==> src/rtl/signal_ctrl_pkg.sv <==
// Shared encodings for the signal speed advisory controller: FSM states,
// advisory codes, colour codes and the default duty commands.
package signal_ctrl_pkg;

  localparam logic [2:0] ST_IDLE   = 3'd0;
  localparam logic [2:0] ST_ARMED  = 3'd1;
  localparam logic [2:0] ST_MULT   = 3'd2;
  localparam logic [2:0] ST_DECIDE = 3'd3;
  localparam logic [2:0] ST_TRACK  = 3'd4;
  localparam logic [2:0] ST_DONE   = 3'd5;

  localparam logic [1:0] ADV_STOP = 2'b00;
  localparam logic [1:0] ADV_SLOW = 2'b01;
  localparam logic [1:0] ADV_HOLD = 2'b10;

  localparam logic [1:0] COL_RED   = 2'b00;
  localparam logic [1:0] COL_GREEN = 2'b01;

  localparam int DUTY_HOLD_DEF = 512;
  localparam int DUTY_SLOW_DEF = 256;

  // can_reach: distance coverable before the signal changes (product >= dist)
  function automatic logic [1:0] advise_for(input logic green, input logic can_reach);
    if (green) return can_reach ? ADV_HOLD : ADV_SLOW;
    return can_reach ? ADV_SLOW : ADV_HOLD;
  endfunction

endpackage

==> src/rtl/seq_mult.sv <==
// Shift-add unsigned multiplier: operands captured on start, product ready
// after exactly TW shift-add cycles; abort drops any multiply in progress.
module seq_mult #(
  parameter int TW = 6,
  parameter int SW = 6
) (
  input  logic               clock,
  input  logic               reset,
  input  logic               start,
  input  logic               abort,
  input  logic [TW-1:0]      a,
  input  logic [SW-1:0]      b,
  output logic [TW+SW-1:0]   product,
  output logic               ready
);

  localparam int CW = $clog2(TW + 1);

  logic [TW-1:0]    a_sh;
  logic [TW+SW-1:0] b_sh;
  logic [CW-1:0]    cnt;

  // start wins over abort so a reload always restarts cleanly
  always_ff @(posedge clock or negedge reset) begin
    if (!reset) begin
      a_sh    <= '0;
      b_sh    <= '0;
      cnt     <= '0;
      product <= '0;
      ready   <= 1'b0;
    end else if (start) begin
      a_sh    <= a;
      b_sh    <= {{TW{1'b0}}, b};
      cnt     <= CW'(TW);
      product <= '0;
      ready   <= 1'b0;
    end else if (abort) begin
      cnt     <= '0;
      ready   <= 1'b0;
    end else if (cnt != '0) begin
      if (a_sh[0]) product <= product + b_sh;
      a_sh  <= a_sh >> 1;
      b_sh  <= b_sh << 1;
      cnt   <= cnt - CW'(1);
      ready <= (cnt == CW'(1));
    end
  end

endmodule

==> src/rtl/signal_speed_ctrl.sv <==
// Signal-approach speed advisory: multiplies time-to-change by speed and
// compares with remaining distance to choose HOLD/SLOW/STOP and a duty code.
//
// state   | meaning
// IDLE    | disarmed, waiting for start
// ARMED   | waiting for a signal message
// MULT    | time_rem * speed in progress
// DECIDE  | compare product with dist_rem, register advise/duty
// TRACK   | advisory active, waiting for the next seconds tick
// DONE    | signal reached, waiting for start to drop
module signal_speed_ctrl
  import signal_ctrl_pkg::*;
#(
  parameter int TW        = 6,
  parameter int SW        = 6,
  parameter int DW        = 14,
  parameter int PW        = 10,
  parameter int DUTY_HOLD = DUTY_HOLD_DEF,
  parameter int DUTY_SLOW = DUTY_SLOW_DEF
) (
  input  logic          clock,
  input  logic          reset,
  input  logic          start,
  input  logic          msg_valid,
  input  logic [1:0]    msg_colour,
  input  logic [TW-1:0] msg_time,
  input  logic [DW-1:0] dist_init,
  input  logic [SW-1:0] speed,
  input  logic          seconds_tick,
  output logic [TW-1:0] time_rem,
  output logic [DW-1:0] dist_rem,
  output logic [1:0]    advise,
  output logic [PW-1:0] duty,
  output logic          busy,
  output logic          reached
);

  logic [2:0]       state;
  logic             green;
  logic [TW-1:0]    time_dec;
  logic [DW-1:0]    dist_dec;
  logic             active, load, tick_act;
  logic             mult_start, mult_abort, mult_ready, can_reach;
  logic [TW-1:0]    mult_a;
  logic [TW+SW-1:0] product;
  logic [1:0]       adv_new;

  always_comb begin
    time_dec   = (time_rem == '0) ? '0 : time_rem - TW'(1);
    dist_dec   = (dist_rem > DW'(speed)) ? dist_rem - DW'(speed) : '0;
    active     = (state == ST_MULT) || (state == ST_DECIDE) || (state == ST_TRACK);
    load       = start && msg_valid && (active || (state == ST_ARMED));
    tick_act   = start && seconds_tick && active && !msg_valid;
    // operands are the values the counters take on the edge that enters MULT
    mult_start = load || (tick_act && (state == ST_TRACK) && (dist_dec != '0) && (time_dec != '0));
    mult_abort = !start || (tick_act && ((dist_dec == '0) || (time_dec == '0)));
    mult_a     = load ? msg_time : time_dec;
    can_reach  = ({{DW{1'b0}}, product} >= {{(TW+SW){1'b0}}, dist_rem});
    adv_new    = advise_for(green, can_reach);
  end

  assign busy = active;

  seq_mult #(.TW(TW), .SW(SW)) u_mult (
    .clock   (clock),
    .reset   (reset),
    .start   (mult_start),
    .abort   (mult_abort),
    .a       (mult_a),
    .b       (speed),
    .product (product),
    .ready   (mult_ready)
  );

  always_ff @(posedge clock or negedge reset) begin
    if (!reset) begin
      state    <= ST_IDLE;
      time_rem <= '0;
      dist_rem <= '0;
      green    <= 1'b0;
      advise   <= ADV_STOP;
      duty     <= '0;
      reached  <= 1'b0;
    end else begin
      reached <= 1'b0;
      if (!start) begin
        state  <= ST_IDLE;
        advise <= ADV_STOP;
        duty   <= '0;
      end else if (load) begin
        time_rem <= msg_time;
        dist_rem <= dist_init;
        green    <= (msg_colour == COL_GREEN);
        state    <= ST_MULT;
      end else begin
        if (tick_act) begin
          time_rem <= time_dec;
          dist_rem <= dist_dec;
        end
        if (tick_act && (dist_dec == '0)) begin
          reached <= 1'b1;
          state   <= ST_DONE;
          advise  <= ADV_STOP;
          duty    <= '0;
        end else if (tick_act && (time_dec == '0)) begin
          state <= ST_ARMED;
        end else begin
          case (state)
            ST_IDLE:   state <= ST_ARMED;
            ST_ARMED:  state <= ST_ARMED;
            ST_MULT:   if (mult_ready) state <= ST_DECIDE;
            ST_DECIDE: begin
              advise <= adv_new;
              duty   <= (adv_new == ADV_HOLD) ? PW'(DUTY_HOLD) : PW'(DUTY_SLOW);
              state  <= ST_TRACK;
            end
            ST_TRACK:  if (tick_act) state <= ST_MULT;
            ST_DONE:   state <= ST_DONE;
            default:   state <= ST_IDLE;
          endcase
        end
      end
    end
  end

endmodule
==> config.mk <==
export PLATFORM = sky130hd
export DESIGN_NAME = signal_speed_ctrl
export DESIGN_NICKNAME = d
export VERILOG_FILES = /design/src/rtl/signal_ctrl_pkg.sv /design/src/rtl/seq_mult.sv /design/src/rtl/signal_speed_ctrl.sv
export SDC_FILE = /design/constraint.sdc
export NUM_CORES = 1
export LEC_CHECK = 0
export CAP_MARGIN = 0
export CELL_PAD_IN_SITES_DETAIL_PLACEMENT = 0
export CELL_PAD_IN_SITES_GLOBAL_PLACEMENT = 2
export CORE_ASPECT_RATIO = 1.2
export CORE_MARGIN = 2
export CORE_UTILIZATION = 30
export CTS_CLUSTER_DIAMETER = 50
export CTS_CLUSTER_SIZE = 14
export DETAILED_ROUTE_END_ITERATION = 10
export PLACE_DENSITY_LB_ADDON = 0.2
export SETUP_SLACK_MARGIN = 0.15
export SLEW_MARGIN = 20
export SYNTH_ARGS = -nofsm -noshare
export SYNTH_HDL_FRONTEND = slang
export SYNTH_SLANG_ARGS = --single-unit
==> constraint.sdc <==
create_clock -name clock -period 3.35 [get_ports clock]
set_input_delay 0.67 -clock clock [delete_from_list [all_inputs] [get_ports clock]]
set_output_delay 0.67 -clock clock [all_outputs]
set_load 0.03 [all_outputs]
# Word level (Yosys, flattened, before mapping)
# Index checks and enable logic that the tools add are counted.
totals:
  register_bits: 71
  elab_cells: 118
classes:
  muxes: 49
  reduce_logical: 37
  n_addsub: 4
  order_cmp: 2
  n_eq_ne: 14
ops:
  columns: ["op", "n"]
  rows:
  - ["two-way mux 12 bit", 7]
  - ["two-way mux 10 bit", 6]
  - ["two-way mux 14 bit", 3]
  - ["two-way mux 6 bit", 7]
  - ["two-way mux 3 bit", 9]
  - ["two-way mux 2 bit", 9]
  - ["case mux 3 bit (5 select lines)", 1]
  - ["greater-or-equal comparator 12 x 14 -> 1 bit", 1]
  - ["greater-than comparator 14 x 6 -> 1 bit", 1]
  - ["logical NOT 14 bit", 1]
  - ["nonzero test 14 bit", 1]
  - ["subtractor 14 x 6 -> 14 bit", 1]
  - ["adder 12 bit", 1]
  - ["logical NOT 6 bit", 2]
  - ["logical AND 1 bit", 11]
  - ["AND reduction 2 bit", 4]
  - ["two-way mux 1 bit", 7]
  - ["== test 3 x 1 -> 1 bit, second input constant", 2]
  - ["== test 3 x 2 -> 1 bit, second input constant", 2]
  - ["== test 3 bit, second input constant", 2]
  - ["logical OR 1 bit", 6]
  - ["!= test 6 x 3 -> 1 bit, second input constant", 1]
  - ["!= test 6 x 4 -> 1 bit, second input constant", 1]
  - ["AND reduction 3 bit", 2]
  - ["other kinds (13)", 18]

# Longest topological paths before layout
# Gate-level depths: netlist (run 1).
depth:
  depth_word: 11
  depth_mapped: 13
  ltp_nobuf: 12

# Cells and area by module
# A second synthesis (run 1) with hierarchy kept.
unflattened:
  hier_cells: 513
  area_unflattened_um2: 4450.5
by_module_without_submodules:
  columns: ["mod", "cells_each", "instances", "seq_area_each_um2", "area_each_um2"]
  rows:
  - ["signal_speed_ctrl", 292, 1, 725.7, 2449.8]
  - ["seq_mult", 221, 1, 850.8, 2000.7]

# Least setup slack after synthesis (run 1)
# No wires, ideal clock.
synth_timing:
  path_type: "input-to-reg"
  startpoint: "in speed[0]"
  endpoint: "reg u_mult.a_sh[0]"
  required_time_ns: 3.224
  t_arrival_ns: 3.614
  stages: 12
  path_slack_ns: -0.390
  n_path_buf: 1
  cell_sequence: "ha_1 -> fa_1 -> nand2b_1 -> a21oi_1 -> mux2_2 -> or4_4 -> nor4b_4 -> a21oi_2 -> a21oi_4 -> buf_4 -> nor2_1 -> a221o_1"
synth_between:
  elab_chain_len: 8
  word_cells_on_any_way: 15
  classes_between: "1 x add/sub; 1 x order compare; 1 x eq/ne; 2 x mux; 10 x reduce/logical"
synth_lines:
  columns: ["element", "line_no", "text"]
  rows:
  - ["start, declared", "signal_speed_ctrl.sv:28", "input logic [SW-1:0] speed,"]
  - ["subtractor 14 x 6 -> 14 bit or greater-than comparator 14 x 6 -> 1 bit (tied branches)", "signal_speed_ctrl.sv:50", "dist_dec = (dist_rem > DW'(speed)) ? dist_rem - DW'(speed) : '0;"]
  - ["two-way mux 14 bit *", "signal_speed_ctrl.sv:50", null]
  - ["nonzero test 14 bit or logical NOT 14 bit (tied branches)", "signal_speed_ctrl.sv:55, signal_speed_ctrl.sv:56", null]
  - ["logical AND 1 bit or logical OR 1 bit (tied branches)", "signal_speed_ctrl.sv:55, signal_speed_ctrl.sv:56", null]
  - ["logical AND 1 bit (on tied branches)", "signal_speed_ctrl.sv:55, signal_speed_ctrl.sv:56", null]
  - ["logical OR 1 bit (on tied branches)", "signal_speed_ctrl.sv:55, signal_speed_ctrl.sv:56", null]
  - ["!= test 2 bit (no source line) or nonzero test 2 bit (tied branches)", null, null]
  - ["AND reduction 2 bit (no source line)", null, null]
  - ["end signal, assigned", "seq_mult.sv:42", "a_sh <= a_sh >> 1;"]
  - ["end, declared", "seq_mult.sv:19", "logic [TW-1:0] a_sh;"]
# Mark *: on every way between the ends. The rest lies on a longest branch, timed or not.
# A chain may end at the register's enable or synchronous reset.

# Worst setup path in the final report (run 1)
layout_timing:
  startpoint: "in speed[0]"
  endpoint: "reg u_mult.a_sh[1]"
# The elaborated chain is that of the path after synthesis.

==> results.ini, run 1 <==
[critical_path]
crit_required_ns=3.58
crit_buf_inv=3
path_delay_family=simple AND/OR/NAND/NOR gates
reg2reg_slack_ns=-0.04
worstPathArrival_ns=3.64
crit-reg2reg-launch=dist_rem[0]
crit_chain=buf_8, ha_4, fa_2, nand2b_4, a21oi_4, mux2_4, or4_4, nor4b_4, a21oi_4, buf_6, o21ai_4, nor3b_2, buf_4, a221o_1
rr_endpoint=u_mult.a_sh[1]
ff2ff_path_depth=14
cp-start-kind=input port
max_stage_delay_ns=0.43
cp_common_cell=a21oi_4
end_kind=flop
endpoint=u_mult.a_sh[1]
cp_max_fo=5
critical_path_depth=14
crit_type=input port to flop
critical_path.startpoint=speed[0]
crit_slowest_cell=or4_4

[timing]
drv_slew=0
setup_tns_ns=-0.5605
grt_setup_unrepaired=true
slew_headroom=0.6239
skew_ns=0.01067
fin_crit_sh=1.018
worst_slew_pin_slew_ns=0.5642
hold_viol_final=0
setup_viol=28
max_freq_mhz=293.2
setup_ws_ns=-0.06010
period_needed_ns=3.410

[clock_network]
cts_hold_buf=0
cts_buffer_depth=2
cts_tree=yes
cts_buffers=9
clockRootBuffer=clkbuf_16
htreeDepth=3
cts.sinks=63
clock_latency_ns=0.35
clkTransAtPathRegs_ns=0.06

[final_layout]
post-route-util=0.4548
final_area_sq_um=6555
diodes=0
fin_nets=710
synthToLayoutAreaGrowth_pct=47.45
drive_gt1_frac=0.2689
final-instance-count-excl-fill=822

[power_and_ir_drop]
pwr_density_cell_nw_per_um2=974.7
power.total_mw=6.389
leakagePower_nw=2.923
peakVddDrop_uv=299.0

[logic_synthesis]
synth_flop_cell=dfrtp_1
yosysWarnings=0
synth-seq-cells=63
yosysTopAreaCellShare=0.3546
yosysTopAreaCell=dfrtp_1
seq_area_frac_synth=0.3546
synthCells=515
synth.cell_area_sq_um=4446
async_flop_share=1.000
synth_edf_count=0
yosysMostFrequentCell=dfrtp_1
syn-mean-instance-area_sq_um=8.632
synth_area_leaders=dfrtp_1 35%, ha_1 9.3%, a21oi_1 4.7%
ys_types=66
synthTopCellsByCount=63 x dfrtp_1, 51 x nor2_1, 49 x nand2_1, 42 x a21oi_1, 39 x o21ai_0

[grt]
grt_max_degree=25
grt_pass1_wl_um=23530
grt_usage=0.1944
grt_pass1_vias=4500
antenna_found_initial=0
gr-total-overflow=0

[min_path]
hold_class=input port to async pin

[run_status]
status=complete, but fails checks
violations=setup timing

[route]
wl_per_cell_um=17.68
drc=0
wl_um=14530
avgViaCountPerCell=5.275
first_pass_iters=5
final_antenna_net_count=0
drtIter0Drc=199
num_vias=4336

[die]
core-area_sq_um=14410
die_area_sq_um=15810
fp.dieH_um=137.4
start_util=0.3084
dieWidth_um=115.1
num_rows=48
num_io_pins=67

[run]
drv_cap=0

[placed_design]
port_buffers=58
placed_cell_area_sq_um=5659
placed_cells_incl_taps=785
gp_congestion=0.8614
hpwlAfterDp_um=10800

[worst reg2reg max path, delay by kind of cell, from the launching register on]
family | cells | cell delay (ns)
AND/OR/NAND/NOR | 4 | 0.99
AO/OA/AOI/OAI | 4 | 0.73
adder cells (fa/ha/maj) | 2 | 0.51
flip-flops | 1 | 0.36
buffers and inverters | 3 | 0.34
multiplexers | 1 | 0.31
[cells by family after synthesis]
| kind of cell | share of synthesized area |
|---|---|
| and+or+nand+nor | 0.2057 |
| xor gates and xnor gates | 0.03546 |
| muxes | 0.02308 |
| AOI/OAI and AO/OA | 0.2187 |
| DFF | 0.3546 |
| other | 0.0008435 |
| buffers and inverters | 0.05967 |
| adders and majority gates | 0.1019 |
[sequential cells by signal (all words and copies together), names as in the netlist]
| register | cells |
|---|---|
| state | 3 |
| advise | 2 |
| u_mult.b_sh | 12 |
| u_mult.product | 12 |
| time_rem | 6 |
| u_mult.ready | 1 |
| u_mult.cnt | 3 |
| dist_rem | 14 |
| green | 1 |
| duty | 2 |
| reached | 1 |
| u_mult.a_sh | 6 |
[where the power goes]
group,switching [mW],internal (mW)
registers,0.380,1.07
logic,2.15,1.85
clock network,0.377,0.561
total,2.90,3.49
[area by class of cell]
cell class	count	area (sq um)
fill	1444	7859
multi-input combinational	404	2999
sequential	63	1578
timing repair buffer	137	1355
clock buffer	12	266.5
tap	175	219.0
inverter	27	108.9
clock inverter	4	28.78
[how the worst min path moves through the flow]
stage / startpoint / end / slack (ns) / cells after the start
CTS: reset / reached / 0.27 / 1
global route: reset / reached / 0.29 / 1
detailed placement: green / green / 0.48 / 2
global placement: green / green / 0.49 / 2
floorplan: reset / advise[0] / 0.37 / 0
finish: reset / reached / 0.27 / 1
[placed cells by master (no fill, tap or decap), types with 5 or more instances in the layout]
master and count:
nand2_1 45, a21oi_2 7, nand3_1 16, ha_1 28
xnor2_1 7, ha_4 5, clkdlybuf4s50_1 51, nand3_2 9
o21ai_1 6, a21oi_1 34, buf_6 8, clkbuf_16 9
buf_12 6, nor2_1 50, inv_1 22, conb_1 8
nor3_1 13, o31ai_2 5, o21ai_0 31, a221o_1 5
mux2i_1 8, dfrtp_1 62, nand2b_1 8, nor2b_1 8
xor2_1 10, buf_4 60
[per-stage QoR]
step                      worst slack, ns  hold WS [ns]
after CTS                         -0.1386        0.2732
final                            -0.06010        0.2698
after global routing              -0.1675        0.2862
after detailed placement          -0.8841        0.4849
after global placement            -0.8391        0.4926
after floorplan                  -0.08362        0.3744
[timing repair]
item | CTS | global route
gates cloned | 4 | 0
buffers inserted | 11 | 6
gates resized for setup | 69 | 34
setup endpoints to repair | 51 | 41
pin swaps | 19 | 17
[per-layer routing]
metal | wire length [um] | track usage | up-vias | part of all wire
met1 | 6593 | 0.2497 | 2105 | 0.45
li1 | - | - | 2114 | -
met2 | 7131 | 0.3216 | 94 | 0.49
met3 | 470 | 0.03564 | 23 | 0.032
met4 | 334 | 0.07965 | 0 | 0.023
met5 | 0 | 0 | - | 0
Note: power is estimated with default switching activity, not from simulation.
==> inputs of run 2 (changes only) <==
--- a/config.mk
+++ b/config.mk
@@ -14,6 +14,7 @@
 export CTS_CLUSTER_DIAMETER = 50
 export CTS_CLUSTER_SIZE = 14
 export DETAILED_ROUTE_END_ITERATION = 10
+export HOLD_SLACK_MARGIN = 0.06
 export PLACE_DENSITY_LB_ADDON = 0.2
 export SETUP_SLACK_MARGIN = 0.15
 export SLEW_MARGIN = 20
==> results of run 2 <==
The final DEF is identical to that of run 1; final timing and power are the same.
==> inputs of run 3 (changes only) <==
--- a/config.mk
+++ b/config.mk
@@ -20,4 +20,5 @@
 export SLEW_MARGIN = 20
 export SYNTH_ARGS = -nofsm -noshare
 export SYNTH_HDL_FRONTEND = slang
+export SYNTH_HIERARCHICAL = 1
 export SYNTH_SLANG_ARGS = --single-unit
==> run 3 against run 2 <==
Sequential cell count is the same. Setup slack lost 0.067 ns. Area after synthesis grew 0.11%. Total power shrank 5.1%. Final cell count grew 5.0%. Clock skew shrank 0.0055 ns. Utilization grew 2.0 points. The run still ends with setup timing left. Non-clock buffer count grew 18. Fmax shrank 1.9%. Highest routed layer unchanged.
==> results.ini, run 3 <==
[clock_network]
clkTransAtPathRegs_ns=0.06  ; about the same
cts_tree=yes
cts_buffer_depth=2  ; unchanged
htreeDepth=3  ; unchanged
clock_latency_ns=0.34  ; about the same
cts_buffers=9  ; unchanged
clockRootBuffer=clkbuf_16
cts.sinks=63  ; unchanged

[power_and_ir_drop]
clockPowerShare=0.160  ; +0.013
pwr-share-comb=0.604  ; -0.022
leakagePower_nw=3.095  ; +5.9%
p_switching_mw=2.671  ; -8.0%
power_frac_seq=0.236  ; +0.009
swShare=0.4404  ; -0.01390
peakVddDrop_uv=264.6  ; -12%
power.total_mw=6.064  ; -5.1%
pwr_density_cell_nw_per_um2=883.2  ; -9.4%
p_int_mw=3.394  ; -2.7%

[placed_design]
placed_cell_area_sq_um=5742  ; +1.5%
hpwlAfterDp_um=10170  ; -5.9%
port_buffers=58  ; unchanged
gp_congestion=0.8254  ; -4.2%

[die]
die_area_sq_um=15830  ; +0.11%
num_io_pins=67  ; unchanged
core-area_sq_um=14470  ; +0.42%
dieWidth_um=115.2  ; about the same
fp.dieH_um=137.4  ; about the same
num_rows=48  ; unchanged
start_util=0.3075  ; -0.0009340

[critical_path]
crit_slowest_cell=or4_4
crit_type=input port to flop
crit_buf_inv=1  ; -2
path_delay_family=simple AND/OR/NAND/NOR gates
rr_endpoint=u_mult/product[11]
cp-start-kind=input port
crit_chain=buf_8, ha_4, fa_2, nand2b_4, a21oi_4, o21a_1, o21ai_2, a31oi_4, a2111oi_4, nand3b_1, or3b_4, or4_4, mux2_4, o2111ai_2
cp_max_fo=3  ; -2
max_stage_delay_ns=0.52  ; +0.09 ns
crit_required_ns=3.62  ; +0.04 ns
reg2reg_slack_ns=-0.10  ; -0.06 ns
crit-reg2reg-launch=dist_rem[0]
end_kind=flop
worstPathArrival_ns=3.74  ; +0.10 ns
ff2ff_path_depth=14  ; unchanged

[timing]
hold_viol_final=0  ; unchanged
period_needed_ns=3.477  ; +0.06693 ns
fin_hold_ws_ns=0.3715  ; +0.1017 ns
setup_ws_ns=-0.1270  ; -0.06693 ns
setup_viol=3  ; -89%
setup_tns_ns=-0.3046  ; +0.2559 ns
worst_slew_pin_slew_ns=0.7137  ; +0.1495 ns
skew_ns=0.005122  ; -0.005545 ns
max_freq_mhz=287.6  ; -1.9%
slew_headroom=0.5242  ; -0.09965
grt_setup_unrepaired=true
drv_slew=0  ; unchanged
fin_crit_sh=1.038  ; +0.01998

[min_path]
hold_class=input port to async pin

[route]
final_antenna_net_count=0  ; unchanged
drtIter0Drc=248  ; +25%
drc=0  ; unchanged
wl_um=14190  ; -2.4%
num_vias=4337  ; +0.023%
first_pass_iters=4  ; -1
avgViaCountPerCell=5.025  ; -4.7%
wl_per_cell_um=16.44  ; -7.0%

[final_layout]
reg_top3=dist_rem (14), u_mult/b_sh (12), u_mult/product (12)
layout_common_cells=72 x buf_4, 61 x dfrtp_1, 51 x clkdlybuf4s50_1, 49 x nand2_1, 28 x a21oi_1
drive_gt1_frac=0.3484  ; +0.07948
layout_commonest_cell=buf_4
largest_reg_flops=14  ; unchanged
top_register=dist_rem
diodes=0  ; unchanged
fin_nets=727  ; +2.4%
synthToLayoutAreaGrowth_pct=54.29
final_area_sq_um=6867  ; +4.8%

[logic_synthesis]
synth_flop_cell=dfrtp_1
ys_types=74  ; +12%
synth-seq-cells=63  ; unchanged
synth.cell_area_sq_um=4451  ; +0.11%
seq_area_frac_synth=0.3542  ; -0.0003988
yosysTopAreaCellShare=0.3542  ; -0.0003988
yosysTopAreaCell=dfrtp_1
syn-mean-instance-area_sq_um=8.675  ; +0.50%
yosysWarnings=6  ; +6
synthTopCellsByCount=73 x nand2_1, 63 x dfrtp_1, 44 x a21oi_1, 36 x o21ai_0, 33 x ha_1
yosysMostFrequentCell=nand2_1
synthCells=513  ; -0.39%
async_flop_share=1.000  ; unchanged
synth_area_leaders=dfrtp_1 35%, ha_1 9.3%, nand2_1 6.2%
synth_edf_count=0  ; unchanged

[run_status]
status=complete, but fails checks
violations=setup timing

[run]
drv_cap=0  ; unchanged

[grt]
grt_pass1_wl_um=22830  ; -3.0%
grt_pass1_vias=4400  ; -2.2%
gr-total-overflow=0  ; unchanged
antenna_found_initial=0  ; unchanged
grt_usage=0.1869  ; -0.007519
grt_max_degree=38  ; +52%

## run 3: what timing repair did
| action | in CTS | in global routing |
|---|---|---|
| cloned | 4 | 2 |
| endpoints found under the setup margin | 34 | 34 |
| hold endpoints to repair | 0 | 0 |
| gates resized for setup | 114 | 54 |
| pin swaps | 32 | 30 |
| buffers inserted | 21 | 5 |
| hold buffers | 0 | 0 |
## run 3: power groups by stage
stage               Sequential (mW)  Combinational (mW)  Clock, mW
global route                   1.47                4.02       1.02
floorplan                      1.55                1.70          0
finish                         1.43                3.67      0.970
detailed placement             1.39                2.98          0
global placement               1.39                2.95          0
CTS                            1.41                3.46      0.989
## run 3: stage by stage
stage | utilization | worst slack [ns] | cells
floorplan | - | -0.3400 | 520
global placement | 0.3967 | -0.9711 | 816
detailed placement | 0.3967 | -0.9603 | 816
CTS | 0.4558 | -0.1472 | 856
global route | 0.4744 | -0.1959 | 863
finish | 0.4744 | -0.1270 | 863
## run 3: cells by family (layout without fill, tap and decap cells)
group | after synthesis | after routing | share of synthesized area
adder cells (fa/ha/maj) | 35 | 35 | 0.1018
AO/OA/AOI/OAI | 150 | 150 | 0.2252
XOR/XNOR | 15 | 15 | 0.02952
other | 1 | 8 | 0.0008426
AND/OR/NAND/NOR | 175 | 176 | 0.1906
flip-flops | 63 | 63 | 0.3542
buffers and inverters | 59 | 201 | 0.06297
multiplexers | 15 | 15 | 0.03486
## run 3: worst max-delay path by stage
stage,startpoint,end,slack [ns],cells past startpoint
final,speed[0],u_mult/product[11],-0.13,14
after global routing,dist_rem[0],u_mult/product[11],-0.20,14
after CTS,speed[0],u_mult/product[11],-0.15,14
after detailed placement,speed[1],u_mult/product[11],-0.96,14
after global placement,speed[3],u_mult/product[9],-0.97,15
after floorplan,speed[0],u_mult/product[11],-0.34,14
## run 3: per-layer routing
| layer | wire length, um | global-route usage | vias up |
|---|---|---|---|
| li1 | - | - | 2140 |
| met2 | 6711 | 0.3046 | 81 |
| met3 | 502 | 0.03124 | 22 |
| met5 | 0 | 0 | - |
| met1 | 6627 | 0.2426 | 2094 |
| met4 | 345 | 0.08367 | 0 |
## run 3: layout make-up
class,instances,area [sq um]
repair buffers,155,1478
clock buffers,10,239.0
inverters,31,116.4
clock inverters,5,58.81
flip-flops and latches,63,1579
fillers,1385,7607
well taps,200,250.2
multi-input cells,399,3146
